[src/rtl/mem_bridge_if.sv]
// mem_bridge_if: word-wide valid/ready memory bus with byte strobes and a
// separate read-data return channel (rvalid/rdata).
interface mem_bridge_if;
  logic        bus_valid;
  logic        bus_ready;
  logic        bus_we;
  logic [31:0] bus_addr;
  logic [3:0]  bus_wstrb;
  logic [31:0] bus_wdata;
  logic        bus_rvalid;
  logic [31:0] bus_rdata;

  // Bridge side: issues requests, receives handshake and read data
  modport master (
    output bus_valid, bus_we, bus_addr, bus_wstrb, bus_wdata,
    input  bus_ready, bus_rvalid, bus_rdata
  );

  // Memory side: accepts requests, returns read data
  modport slave (
    input  bus_valid, bus_we, bus_addr, bus_wstrb, bus_wdata,
    output bus_ready, bus_rvalid, bus_rdata
  );
endinterface

[src/rtl/mem_bridge.sv]
// mem_bridge: load/store and fetch bridge between the datapath memory port
// and a word-wide valid/ready bus. Store data is lane-replicated with byte
// strobes; load data comes back lane-shifted and sign/zero-extended, with a
// one-cycle core_done pulse marking completion.
// Optional feature macro: MEM_MISALIGN_TRAP_EN -- when defined, misaligned
// half/word accesses complete with core_err=1 and never reach the bus.
module mem_bridge (
  input  logic         clk,
  input  logic         rst,
  input  logic         core_req,
  input  logic         core_we,
  input  logic [31:0]  core_addr,
  input  logic [2:0]   core_size,
  input  logic [31:0]  core_wdata,
  output logic [31:0]  core_rdata,
  output logic         core_done,
  output logic         core_err,
  mem_bridge_if.master bus
);

  typedef enum logic [2:0] {IDLE, REQ, RESP, DONE, ERR} state_t;

  state_t      state, state_next;
  logic        acc_we;
  logic [31:0] acc_addr;
  logic [2:0]  acc_size;
  logic [31:0] acc_wdata;
  logic [1:0]  off;
  logic        misaligned;
  logic [3:0]  lane_strb;
  logic [31:0] lane_wdata;
  logic [31:0] lane_rdata;
  logic [31:0] load_data;

  assign off       = acc_addr[1:0];
  assign bus.bus_addr  = {acc_addr[31:2], 2'b00};
  assign bus.bus_wdata = lane_wdata;

  // State register
  always_ff @(posedge clk) begin
    if (rst) state <= IDLE;
    else     state <= state_next;
  end

  // Capture the access at acceptance so the bus payload cannot move while REQ waits
  always_ff @(posedge clk) begin
    if (rst) begin
      acc_we    <= 1'b0;
      acc_addr  <= '0;
      acc_size  <= '0;
      acc_wdata <= '0;
    end else if (state == IDLE && core_req) begin
      acc_we    <= core_we;
      acc_addr  <= core_addr;
      acc_size  <= core_size;
      acc_wdata <= core_wdata;
    end
  end

  // Alignment check on the incoming request; only meaningful when trapping is built in
  always_comb begin
    misaligned = 1'b0;
`ifdef MEM_MISALIGN_TRAP_EN
    case (core_size[1:0])
      2'd0:    misaligned = 1'b0;
      2'd1:    misaligned = core_addr[0];
      default: misaligned = |core_addr[1:0];
    endcase
`endif
  end

  // Next-state and handshake outputs; bus signals only live in REQ
  always_comb begin
    state_next    = state;
    bus.bus_valid = 1'b0;
    bus.bus_we    = 1'b0;
    bus.bus_wstrb = 4'h0;
    core_done     = 1'b0;
    core_err      = 1'b0;
    unique case (state)
      IDLE: begin
        if (core_req) state_next = misaligned ? ERR : REQ;
      end
      REQ: begin
        bus.bus_valid = 1'b1;
        bus.bus_we    = acc_we;
        bus.bus_wstrb = lane_strb;
        if (bus.bus_ready) state_next = acc_we ? DONE : RESP;
      end
      RESP: begin
        if (bus.bus_rvalid) state_next = DONE;
      end
      DONE: begin
        core_done  = 1'b1;
        state_next = IDLE;
      end
      ERR: begin
        core_done  = 1'b1;
`ifdef MEM_MISALIGN_TRAP_EN
        core_err   = 1'b1;
`endif
        state_next = IDLE;
      end
      default: state_next = IDLE;
    endcase
  end

  // Byte strobes and lane replication; half uses only addr[1], word ignores the offset
  always_comb begin
    lane_strb  = 4'hF;
    lane_wdata = acc_wdata;
    case (acc_size[1:0])
      2'd0: begin
        lane_strb  = 4'b0001 << off;
        lane_wdata = {4{acc_wdata[7:0]}};
      end
      2'd1: begin
        lane_strb  = 4'b0011 << {off[1], 1'b0};
        lane_wdata = {2{acc_wdata[15:0]}};
      end
      default: ;
    endcase
  end

  // Shift the addressed lane down and extend; size[2] selects zero-extension
  always_comb begin
    lane_rdata = bus.bus_rdata;
    load_data  = bus.bus_rdata;
    case (acc_size[1:0])
      2'd0: begin
        lane_rdata = bus.bus_rdata >> {off, 3'b000};
        load_data  = acc_size[2] ? {24'd0, lane_rdata[7:0]}
                                 : {{24{lane_rdata[7]}}, lane_rdata[7:0]};
      end
      2'd1: begin
        lane_rdata = bus.bus_rdata >> {off[1], 4'b0000};
        load_data  = acc_size[2] ? {16'd0, lane_rdata[15:0]}
                                 : {{16{lane_rdata[15]}}, lane_rdata[15:0]};
      end
      default: ;
    endcase
  end

  // Load result register; holds across stores and traps until the next load returns
  always_ff @(posedge clk) begin
    if (rst)                                core_rdata <= '0;
    else if (state == RESP && bus.bus_rvalid) core_rdata <= load_data;
  end

endmodule

[src/flat_wrapper.sv]
// flat-port wrapper written by rule: the top's interface ports become plain ports
module mem_bridge_flat 
  (clk, rst, core_req, core_we, core_addr, core_size, core_wdata, core_rdata, core_done, core_err, bus_bus_valid, bus_bus_we, bus_bus_addr, bus_bus_wstrb, bus_bus_wdata, bus_bus_ready, bus_bus_rvalid, bus_bus_rdata);
  mem_bridge_if bus_i ();
  input  logic clk;
  input  logic rst;
  input  logic core_req;
  input  logic core_we;
  input  logic [31:0] core_addr;
  input  logic [2:0] core_size;
  input  logic [31:0] core_wdata;
  output logic [31:0] core_rdata;
  output logic core_done;
  output logic core_err;
  output wire logic [$bits(bus_i.bus_valid)-1:0] bus_bus_valid;
  output wire logic [$bits(bus_i.bus_we)-1:0] bus_bus_we;
  output wire logic [$bits(bus_i.bus_addr)-1:0] bus_bus_addr;
  output wire logic [$bits(bus_i.bus_wstrb)-1:0] bus_bus_wstrb;
  output wire logic [$bits(bus_i.bus_wdata)-1:0] bus_bus_wdata;
  input wire logic [$bits(bus_i.bus_ready)-1:0] bus_bus_ready;
  input wire logic [$bits(bus_i.bus_rvalid)-1:0] bus_bus_rvalid;
  input wire logic [$bits(bus_i.bus_rdata)-1:0] bus_bus_rdata;
  assign bus_bus_valid = bus_i.bus_valid;
  assign bus_bus_we = bus_i.bus_we;
  assign bus_bus_addr = bus_i.bus_addr;
  assign bus_bus_wstrb = bus_i.bus_wstrb;
  assign bus_bus_wdata = bus_i.bus_wdata;
  assign bus_i.bus_ready = bus_bus_ready;
  assign bus_i.bus_rvalid = bus_bus_rvalid;
  assign bus_i.bus_rdata = bus_bus_rdata;
  mem_bridge u_core (.clk(clk), .rst(rst), .core_req(core_req), .core_we(core_we), .core_addr(core_addr), .core_size(core_size), .core_wdata(core_wdata), .core_rdata(core_rdata), .core_done(core_done), .core_err(core_err), .bus(bus_i));
endmodule
[config.mk]
export PLATFORM = sky130hd
export DESIGN_NAME = mem_bridge_flat
export DESIGN_NICKNAME = d
export VERILOG_FILES = /design/src/rtl/mem_bridge_if.sv /design/src/rtl/mem_bridge.sv /design/src/flat_wrapper.sv
export SDC_FILE = /design/constraint.sdc
export NUM_CORES = 1
export LEC_CHECK = 0
export ABC_AREA = 1
export BUFFER_PORTS_ARGS = -buffer_cell sky130_fd_sc_hd__buf_2
export CAP_MARGIN = 15
export CELL_PAD_IN_SITES_DETAIL_PLACEMENT = 1
export CELL_PAD_IN_SITES_GLOBAL_PLACEMENT = 1
export CORE_UTILIZATION = 33
export CTS_CLUSTER_DIAMETER = 120
export DETAILED_ROUTE_END_ITERATION = 10
export GPL_TIMING_DRIVEN = 0
export PLACE_DENSITY_LB_ADDON = 0.1
export SLEW_MARGIN = 20
export SYNTH_ARGS = -nofsm -noshare
export SYNTH_HDL_FRONTEND = slang
export SYNTH_SLANG_ARGS = --single-unit
[constraint.sdc]
create_clock -name clk -period 1.7 [get_ports clk]
set_input_delay 0.085 -clock clk [delete_from_list [all_inputs] [get_ports clk]]
set_output_delay 0.085 -clock clk [all_outputs]
set_load 0.01 [all_outputs]
# After elaboration in Yosys (flattened, before gate mapping)

Index checks and enable logic that the tools add are counted.

Equality and inequality tests: 8
Mux-type cells: 14
Reductions and logical operators: 6
Shifts and indexed selects: 4

Operators with widths:

| cell                                                | count |
|---|---|
| case mux 32 bit (2 select lines)                    | 2 |
| 2-to-1 mux 32 bit                                   | 2 |
| right shift 32 x 5 -> 16 bit                        | 1 |
| right shift 32 x 5 -> 8 bit                         | 1 |
| 2-to-1 mux 3 bit                                    | 3 |
| case mux 3 bit (3 select lines)                     | 1 |
| case mux 4 bit (2 select lines)                     | 1 |
| equality test 3 x 2 -> 1 bit, second input constant | 2 |
| inequality test 2 bit, second input constant        | 3 |
| 2-to-1 mux 1 bit                                    | 4 |
| 2-to-1 mux 4 bit                                    | 1 |
| << shifter 1 x 2 -> 4 bit, first input constant     | 1 |
| << shifter 2 x 2 -> 4 bit, first input constant     | 1 |
| equality test 3 x 1 -> 1 bit, second input constant | 1 |
| equality test 3 bit, second input constant          | 1 |
| zero test 3 bit                                     | 1 |
| AND reduction 3 bit                                 | 1 |
| equality test 2 x 1 -> 1 bit, second input constant | 1 |
| logical AND 1 bit                                   | 2 |
| zero test 2 bit                                     | 1 |
| OR reduction 2 bit                                  | 1 |

Output and inout bits: 104
Word-level logic and storage cells: 38
Flip-flop bits (word level): 103

# Depth between registers and ports, before layout

Gate-level depths: netlist (run 1).

Depth after elaboration: 3
Gate-level depth with buffers: 9

# Worst setup path before layout (run 1)

No wires, ideal clock.

Path kind: register -> register
From: reg u_core.state[1]
To: reg u_core.state[0]
Data arrival time: 1266 ps
Period minus slack after synthesis: 1394 ps
Stages on the path, launching flop included: 9
Slack: 306 ps
Buffers on the path: 0
Cells stage by stage: dfxtp_1 -> inv_1 -> ha_1 -> inv_1 -> or2_2 -> o211ai_1 -> nand2_1 -> o21ai_0 -> nor2_1

Cells in the longest elaborated chain, start to end: 3

RTL lines:

| what                                                       | line             | RTL |
|---|---|---|
| from (decl)                                                | mem_bridge.sv:23 | `state_t state, state_next;` |
| from (signal assigned)                                     | mem_bridge.sv:42 | `else state <= state_next;` |
| equality test 3 x 2 -> 1 bit, or another cell as far along | mem_bridge.sv:80 | `unique case (state)` |
| inequality test 2 bit (no line)                            | n/a              |  |
| AND reduction 3 bit (no line)                              | n/a              |  |

Several ways; a longest one is shown, not always the timed one.
A chain may end at the register's enable or synchronous reset.

# Final worst setup path (run 1)

From: reg u_core.state[1]
To: out bus_bus_wstrb[1]

Cells in the longest elaborated chain, start to end: 2

RTL lines:

| what                         | line               | RTL |
|---|---|---|
| equality test 3 x 1 -> 1 bit | mem_bridge.sv:80   |  |
| 2-to-1 mux 4 bit             | mem_bridge.sv:80   |  |
| to (decl)                    | flat_wrapper.sv:18 | `output wire logic [$bits(bus_i.bus_wstrb)-1:0] bus_bus_wstrb;` |

Every way passes these cells.

==> impl_metrics.env, run 1 <==
export IMPL_grt_max_degree=18
export IMPL_critPathMaxFanout=4
export IMPL_synth_xor_area_frac=0
export IMPL_area_growth_pct=46.80
export IMPL_initialDrtViolationCount=238
export IMPL_status="finished with violations"
export IMPL_design_area_um2=7386
export IMPL_end_kind="output pin"
export IMPL_synth_simple_area_share=0.2770
export IMPL_regToRegStartpoint="u_core.state[1]"
export IMPL_place_ws_ns=-0.2107
export IMPL_synth_common_cells="nor2_1, nand2_1, dfxtp_1"
export IMPL_synth_area_top_cells="dfxtp_1, nor2_1, o21ai_0, nand2_1, buf_4"
export IMPL_gp_congestion=0.8138
export IMPL_cap_violations=0
export IMPL_setup_slack_ns=0.01091
export IMPL_fillCellCount=1941
export IMPL_synth_top_flop_cell="dfxtp_1"
export IMPL_finalSetupViolations=0
export IMPL_worstRegToRegCells=8
export IMPL_grtUsageTotal=0.2310
export IMPL_dp_cells=1124
export IMPL_crit_required_ns=1.62
export IMPL_grt_pass1_wl_mm=28.19
export IMPL_fin_cells=1201
export IMPL_critPathMostFrequentCell="inv_1"
export IMPL_insertion_delay_ns=0.36
export IMPL_async_reset_ff_frac=0
export IMPL_cp_cell_sequence="inv_1, ha_2, inv_1, a211oi_2, buf_2"
export IMPL_place_area_um2=6290
export IMPL_clkTransAtPathRegs_ns=0.07
export IMPL_htreeDepth=3
export IMPL_synthesis_area_um2=5031
export IMPL_yosys_warnings=0
export IMPL_cp_startpoint="u_core.state[1]"
export IMPL_crit_path_top_delay_cell="dfxtp_1"
export IMPL_cts_buffers=9
export IMPL_start_util=0.3423
export IMPL_vias_per_cell=4.654
export IMPL_fp_dieH_um=125.5
export IMPL_ys_ff_latch=102
export IMPL_cts_root_buf="clkbuf_16"
export IMPL_fin_setup_tns_ns=0
export IMPL_cp_arrival_ns=1.60
export IMPL_dp_hpwl_mm=12.97
export IMPL_final_max_slew_viol_count=0
export IMPL_r2r_end="u_core.state[0]"
export IMPL_rrSetupSlack_ns=0.13
export IMPL_routed_wl_mm=18.32
export IMPL_fp_dieArea_um2=15740
export IMPL_cts_max_path_buffers=2
export IMPL_final_util=0.5025
export IMPL_synth_top_family_by_area="simple AND/OR/NAND/NOR gates"
export IMPL_ys_seq_area_frac=0.4059
export IMPL_worst_hold_slack_ns=0.003289
export IMPL_violations="design-rule violations"
export IMPL_synth_top_cell_by_area="dfxtp_1"
export IMPL_total_power_mw=10.39
export IMPL_io_pins=209
export IMPL_antenna_found_initial=1
export IMPL_synth_top_area_share=0.4059
export IMPL_path_class="register to output pin"
export IMPL_leakage_nw=3.885
export IMPL_num_rows=44
export IMPL_drtPass1Iterations=8
export IMPL_grt_pass1_vias=5469
export IMPL_muxShareOfSynthArea=0
export IMPL_synth_compound_area_share=0.1631
export IMPL_synth_most_common_cell="nor2_1"
export IMPL_core_area_um2=14700
export IMPL_rsz0062_at_grt="yes"
export IMPL_fmax_mhz=592.0
export IMPL_finClkSkew_ns=0.01001
export IMPL_nNetsFinal=1121
export IMPL_num_vias=5589
export IMPL_setup_worst_path_end="bus_bus_wstrb[1]"
export IMPL_wire_per_inst_um=15.25
export IMPL_hold_path_class="input port to register"
export IMPL_cts_tree="yes"
export IMPL_fin_crit_sh=0.9936
export IMPL_drc=15
export IMPL_placement_io_buffers=204
export IMPL_hold_viol=0
export IMPL_detail_route_antenna_nets=0
export IMPL_clkSinkCount=102
export IMPL_finalCriticalPeriod_ns=1.689
export IMPL_synth_edf_count=0
export IMPL_antenna_cells=0
export IMPL_fp_dieW_um=125.5
export IMPL_overflow=0
export IMPL_synth_cell_types=34
export IMPL_synth_cells=734
export IMPL_vdd_drop_max_v=0.0005945
export IMPL_start_kind="register"
export IMPL_p_per_area_nw_per_um2=1407
export IMPL_synth_fa_ha_area_frac=0.009948
export IMPL_max_stage_delay_ns=0.34
export IMPL_synth_avg_cell_area_um2=6.854
export IMPL_drive_above_1_share=0.3618
registers in the layout, indices dropped and copies added (netlist names):
name	cells
u_core.acc_we	1
u_core.core_rdata	32
u_core.acc_wdata	32
u_core.acc_size	3
u_core.state	2
u_core.acc_addr	32
power by group:
group | internal (mW) | total [mW] | switching, mW
Combinational | 2.15 | 5.01 | 2.86
Clock | 1.01 | 2.03 | 1.02
Sequential | 2.98 | 3.35 | 0.368
Total | 6.15 | 10.4 | 4.24
worst max-delay path: cells and delay by family (launching register included):
family | cells | cell delay [ns]
adder cells (fa/ha/maj) | 1 | 0.23
flip-flops | 1 | 0.34
AO/OA/AOI/OAI | 1 | 0.28
buffers and inverters | 3 | 0.41
how the worst min path moves through the flow:
stage,slack [ns],depth (start not counted),from,endpoint
2_1_floorplan,0.25,2,core_addr[10],u_core.acc_addr[10]
3_3_place_gp,0.34,3,core_wdata[13],u_core.acc_wdata[13]
3_5_place_dp,0.34,3,core_addr[25],u_core.acc_addr[25]
4_1_cts,0.0002,3,core_wdata[16],u_core.acc_wdata[16]
5_1_grt,0.02,3,core_wdata[1],u_core.acc_wdata[1]
6_report,0.003,3,core_wdata[16],u_core.acc_wdata[16]
cells in the final DEF, fill, tap and decap left out, types with 12 or more instances in the layout:
cell type and instances:
inv_1 46, dfxtp_1 101, nor2_1 172, a21oi_1 17, buf_4 60, buf_2 211, nand2_2 12, nand3_1 12
o21ai_0 97, dlygate4sd3_1 46, nand2_1 118
what timing repair did:
| action | 4_1_cts | 5_1_grt |
|---|---|---|
| hold endpoints to repair | 46 | 0 |
| setup endpoints to repair | 87 | 115 |
| hold buffers | 46 | 0 |
| resized for setup | 21 | 76 |
| setup buffers | 7 | 7 |
| cloned | 0 | 2 |
| pin swaps | 2 | 8 |
area by class of cell:
class,instances,area (um2),area share
Buffer,82,566.8,0.07674
Tap cell,184,230.2,0.03117
Inverter,54,215.2,0.02914
Clock inverter,6,46.29,0.006268
Sequential cell,102,2043,0.2766
Timing Repair Buffer,266,1690,0.2289
Multi-Input combinational cell,497,2365,0.3202
Clock buffer,10,229.0,0.03100
routing by layer:
layer / part of all wire / GRT usage
met1: 0.44 / 0.2817
met2: 0.48 / 0.4000
met3: 0.049 / 0.03680
met4: 0.028 / 0.1019
met5: 0 / 0
kinds of logic after synthesis:
| family | after synthesis |
|---|---|
| fa+ha+maj | 4 |
| other cells | 1 |
| buf+inv | 137 |
| compound gates | 150 |
| simple gates | 340 |
| flops | 102 |
No activity file was read; power rests on OpenSTA's default activity.
==> run 2, diff against run 1 <==
--- a/config.mk
+++ b/config.mk
@@ -11,6 +11,7 @@
 export CELL_PAD_IN_SITES_DETAIL_PLACEMENT = 1
 export CELL_PAD_IN_SITES_GLOBAL_PLACEMENT = 1
 export CORE_UTILIZATION = 33
+export CTS_BUF_LIST = sky130_fd_sc_hd__clkbuf_8 sky130_fd_sc_hd__clkbuf_16
 export CTS_CLUSTER_DIAMETER = 120
 export DETAILED_ROUTE_END_ITERATION = 10
 export GPL_TIMING_DRIVEN = 0
==> impl_metrics.env, run 2 (synthesis gave the netlist of run 1 again) <==
export IMPL_detail_route_antenna_nets=0
export IMPL_path_class="register to output pin"
export IMPL_leakage_nw=3.889
export IMPL_initialDrtViolationCount=252
export IMPL_final_max_slew_viol_count=0
export IMPL_grt_max_degree=18
export IMPL_vias_per_cell=4.636
export IMPL_intPower_mw=6.143
export IMPL_drc=15
export IMPL_hold_path_class="input port to register"
export IMPL_grt_pass1_vias=5469
export IMPL_htreeDepth=3
export IMPL_rsz0062_at_grt="yes"
export IMPL_drtPass1Iterations=8
export IMPL_seq_power_share=0.323
export IMPL_mostFrequentLayoutCells="buf_2, nor2_1, nand2_1, dfxtp_1, o21ai_0"
export IMPL_finalSetupViolations=0
export IMPL_dp_hpwl_mm=12.97
export IMPL_final_common_cell="buf_2"
export IMPL_num_rows=44
export IMPL_combPwrFrac=0.483
export IMPL_insertion_delay_ns=0.36
export IMPL_status="finished with violations"
export IMPL_antenna_found_initial=1
export IMPL_cts_max_path_buffers=2
export IMPL_cts_root_buf="clkbuf_16"
export IMPL_fp_dieW_um=125.5
export IMPL_gp_congestion=0.8138
export IMPL_crit_required_ns=1.62
export IMPL_critPathMaxFanout=4
export IMPL_cts_buffers=9
export IMPL_antenna_cells=0
export IMPL_fin_setup_tns_ns=0
export IMPL_start_kind="register"
export IMPL_fin_crit_sh=0.9905
export IMPL_overflow=0
export IMPL_cp_arrival_ns=1.60
export IMPL_routed_wl_mm=18.33
export IMPL_p_switching_mw=4.237
export IMPL_num_vias=5568
export IMPL_drive_above_1_share=0.3618
export IMPL_crit_path_top_delay_cell="dfxtp_1"
export IMPL_fp_dieArea_um2=15740
export IMPL_fp_dieH_um=125.5
export IMPL_cts_tree="yes"
export IMPL_hold_viol=0
export IMPL_dp_cells=1124
export IMPL_grt_pass1_wl_mm=28.19
export IMPL_power_share_clock=0.194
export IMPL_cap_violations=0
export IMPL_swShare=0.4082
export IMPL_reg_top3="u_core.acc_addr x32, u_core.acc_wdata x32, u_core.core_rdata x32"
export IMPL_cp_cell_sequence="inv_1, ha_2, inv_1, a211oi_2, buf_2"
export IMPL_wire_per_inst_um=15.26
export IMPL_violations="design-rule violations"
export IMPL_area_growth_pct=46.80
export IMPL_core_area_um2=14700
export IMPL_io_pins=209
export IMPL_end_kind="output pin"
export IMPL_fin_cells=1201
export IMPL_fmax_mhz=593.9
export IMPL_nNetsFinal=1121
export IMPL_clkTransAtPathRegs_ns=0.07
export IMPL_start_util=0.3423
export IMPL_final_util=0.5025
export IMPL_grtUsageTotal=0.2310
export IMPL_fillCellCount=1941
export IMPL_p_per_area_nw_per_um2=1405
export IMPL_critPathMostFrequentCell="inv_1"
export IMPL_finClkSkew_ns=0.009865
export IMPL_clkSinkCount=102
export IMPL_finalCriticalPeriod_ns=1.684
export IMPL_max_stage_delay_ns=0.34
export IMPL_placement_io_buffers=204
export IMPL_vdd_drop_max_v=0.0005948
[run 2: changes by cell type in the layout (fill, tap and decap cells not counted)]
cell      delta
clkbuf_1     -1
inv_1        +1
[run 2: repair_timing]
item                                    in CTS  in global routing
pin swaps                                    2                  8
gates cloned                                 0                  2
buffers inserted                             7                  7
endpoints found under the hold margin       46                  0
endpoints found under the setup margin      87                115
hold buffers                                46                  0
gates resized for setup                     21                 76
[run 2: final cells by class]
class / instances / area (um2) / share of cell area
repair buffers: 266 / 1690 / 0.2289
clock buffers: 9 / 225.2 / 0.03049
well taps: 184 / 230.2 / 0.03117
clock inverters: 7 / 50.05 / 0.006776
flip-flops and latches: 102 / 2043 / 0.2766
plain buffers: 82 / 566.8 / 0.07674
multi-input cells: 497 / 2365 / 0.3202
inverters: 54 / 215.2 / 0.02914
[run 2: worst paths after layout]
| path | startpoint | to | slack [ns] | depth (start not counted) |
|---|---|---|---|---|
| setup reg to reg | u_core.state[1] | u_core.state[0] | 0.13 | 8 |
| hold reg to reg | u_core.acc_wdata[15] | u_core.acc_wdata[15] | 0.47 | 2 |
| setup / recovery | u_core.state[1] | bus_bus_wstrb[1] | 0.02 | 5 |
| hold / removal | core_wdata[16] | u_core.acc_wdata[16] | 0.004 | 3 |
[run 2: per-layer routing]
layer  global-route usage  routed length (um)
met5                    0                  19
met4               0.1019                 433
met3              0.03680                 908
met2               0.4000                8944
met1               0.2817                8020
[run 2: power by group through the flow]
stage	clock, mW	combinational [mW]	sequential (mW)
3_3_place_gp	0	4.40	3.37
4_1_cts	2.06	4.69	3.33
3_5_place_dp	0	4.44	3.38
5_1_grt	2.16	5.57	3.43
2_1_floorplan	0	2.85	3.38
6_report	2.01	5.02	3.35
[run 2: per-stage QoR]
step	power (mW)	area (um2)	hold WS, ns	setup slack, ns
after global routing	11.16	7386	0.01818	-0.005359
after detailed placement	7.828	6290	0.3429	-0.2107
after CTS	10.09	7141	0.0002419	-0.07538
after global placement	7.769	6290	0.3358	-0.1545
after floorplan	6.231	5039	0.2517	0.3060
final	10.38	7386	0.003997	0.01615
[run 2: critical path, delay by kind of cell, from the launching register on]
| family | cells | cell delay [ns] |
|---|---|---|
| AO/OA/AOI/OAI | 1 | 0.28 |
| buffers and inverters | 3 | 0.40 |
| flip-flops | 1 | 0.34 |
| adder cells (fa/ha/maj) | 1 | 0.23 |
==> run 3, diff against run 2 <==
--- a/config.mk
+++ b/config.mk
@@ -10,8 +10,8 @@
 export CAP_MARGIN = 15
 export CELL_PAD_IN_SITES_DETAIL_PLACEMENT = 1
 export CELL_PAD_IN_SITES_GLOBAL_PLACEMENT = 1
-export CORE_UTILIZATION = 33
-export CTS_BUF_LIST = sky130_fd_sc_hd__clkbuf_8 sky130_fd_sc_hd__clkbuf_16
+export CORE_UTILIZATION = 34
+export CTS_BUF_LIST = sky130_fd_sc_hd__clkbuf_8
 export CTS_CLUSTER_DIAMETER = 120
 export DETAILED_ROUTE_END_ITERATION = 10
 export GPL_TIMING_DRIVEN = 0
==> impl_metrics.env, run 3 (synthesis gave the netlist of run 1 again) <==
export IMPL_finalSetupViolations=0
export IMPL_p_per_area_nw_per_um2=1356
export IMPL_start_kind="register"
export IMPL_final_util=0.5097
export IMPL_cp_arrival_ns=1.59
export IMPL_detail_route_antenna_nets=0
export IMPL_placement_io_buffers=204
export IMPL_fmax_mhz=596.8
export IMPL_seq_area_um2=2046
export IMPL_htreeDepth=3
export IMPL_grt_util_met2=0.4368
export IMPL_grt_pass1_vias=5547
export IMPL_drive_above_1_share=0.3411
export IMPL_cap_violations=0
export IMPL_r2r_end="u_core.core_rdata[6]"
export IMPL_drc=0
export IMPL_rsz0062_at_grt="yes"
export IMPL_routed_wl_mm=18.25
export IMPL_wire_per_inst_um=15.01
export IMPL_fp_dieH_um=123.6
export IMPL_antenna_found_initial=0
export IMPL_clkTransAtPathRegs_ns=0.09
export IMPL_rrSetupSlack_ns=0.07
export IMPL_vdd_drop_max_v=0.0008144
export IMPL_end_kind="output pin"
export IMPL_vias_per_cell=4.660
export IMPL_cts_buffers=9
export IMPL_hold_viol=0
export IMPL_antenna_cells=0
export IMPL_leakage_nw=3.846
export IMPL_total_power_mw=10.01
export IMPL_fillCellCount=1915
export IMPL_reg_top3="u_core.acc_addr x32, u_core.acc_wdata x32, u_core.core_rdata x32"
export IMPL_initialDrtViolationCount=209
export IMPL_fp_dieW_um=123.6
export IMPL_cts_root_buf="clkbuf_8"
export IMPL_met3_usage=0.06090
export IMPL_hold_start="core_size[2]"
export IMPL_regToRegStartpoint="u_core.acc_size[1]"
export IMPL_place_ws_ns=-0.1688
export IMPL_drtPass1Iterations=4
export IMPL_min_delay_path_depth=3
export IMPL_grt_max_degree=17
export IMPL_grt_pass1_wl_mm=27.54
export IMPL_multi_input_area_um2=2322
export IMPL_critPathMaxFanout=6
export IMPL_nNetsFinal=1136
export IMPL_grt_busiest_layer="met2"
export IMPL_final_max_slew_viol_count=0
export IMPL_start_util=0.3475
export IMPL_crit_required_ns=1.62
export IMPL_cts_tree="yes"
export IMPL_final_common_cell="buf_2"
export IMPL_grtUsageTotal=0.2388
export IMPL_insertion_delay_ns=0.39
export IMPL_clkSinkCount=102
export IMPL_area_growth_pct=46.68
export IMPL_dp_hpwl_mm=13.10
export IMPL_whs_endpoint="u_core.acc_size[2]"
export IMPL_num_vias=5667
export IMPL_overflow=0
export IMPL_grt_use_met1=0.2729
export IMPL_fin_crit_sh=0.9857
export IMPL_core_area_um2=14480
export IMPL_mostFrequentLayoutCells="buf_2, nor2_1, nand2_1, dfxtp_1, o21ai_0"
export IMPL_finClkSkew_ns=0.008452
export IMPL_io_pins=209
export IMPL_finalCriticalPeriod_ns=1.676
export IMPL_cts_max_path_buffers=2
export IMPL_gp_congestion=0.8119
export IMPL_fp_dieArea_um2=15290
export IMPL_path_class="register to output pin"
export IMPL_fin_setup_tns_ns=0
export IMPL_worstRegToRegCells=8
export IMPL_hold_path_class="input port to register"
export IMPL_worst_hold_slack_ns=0.01031
export IMPL_status="completed"
export IMPL_setup_slack_ns=0.02438
export IMPL_num_rows=44
[run 3: changes by cell type in the layout (fill, tap and decap cells not counted), moves of 3 or more]
cell	previous run	this run
nand3_2	7	1
buf_8	3	0
clkbuf_16	11	0
nand2_2	12	3
dlygate4sd3_1	46	67
buf_4	60	54
clkbuf_8	0	11
nand3_1	12	18
nand2_1	118	128
clkbuf_2	7	12
[run 3: through the flow]
step,instances,area [um2]
after CTS,1210,7257
after global placement,1124,6290
after global routing,1216,7380
final,1216,7380
after detailed placement,1124,6290
after floorplan,736,5039
[run 3: layout make-up]
type / instances / area share
clock inverter: 5 / 0.01085
timing repair buffer: 280 / 0.2384
clock buffer: 11 / 0.02052
sequential: 102 / 0.2772
inverter: 54 / 0.02916
buffer: 83 / 0.07799
tap: 184 / 0.03120
multi-input combinational: 497 / 0.3147
[run 3: report_power, final]
group          switching (mW)  total (mW)  internal (mW)
registers               0.363        3.35           2.99
clock network           0.901        1.81          0.911
logic                    2.84        4.84           2.00
total                    4.11        10.0           5.90
[run 3: worst max path at each step]
stage,startpoint,to,slack (ns)
floorplan,u_core.state[1],u_core.state[0],0.31
global placement,u_core.state[0],u_core.core_rdata[23],-0.14
detailed placement,u_core.state[0],u_core.core_rdata[23],-0.17
CTS,u_core.acc_size[1],bus_bus_wstrb[0],-0.03
global route,u_core.acc_size[1],bus_bus_wstrb[1],-0.04
finish,u_core.acc_size[1],bus_bus_wstrb[1],0.02
[run 3: timing repair]
action	4_1_cts	5_1_grt
setup endpoints to repair	98	121
buffers inserted	3	6
pin swaps	1	3
gates resized for setup	22	48
hold buffers	67	0
endpoints found under the hold margin	67	0
[run 3: per-layer routing]
layer	part of all wire	wire length, um
met1	0.42	7703
met2	0.51	9312
met3	0.055	999
met4	0.013	237
met5	0	0
[run 3: critical path, stage by stage, from the launching register on]
cell	delay, ns
dfxtp_2	0.33
buf_6	0.14
clkinvlp_4	0.14
nand2_4	0.11
inv_2	0.06
a211oi_2	0.25
buf_2	0.18
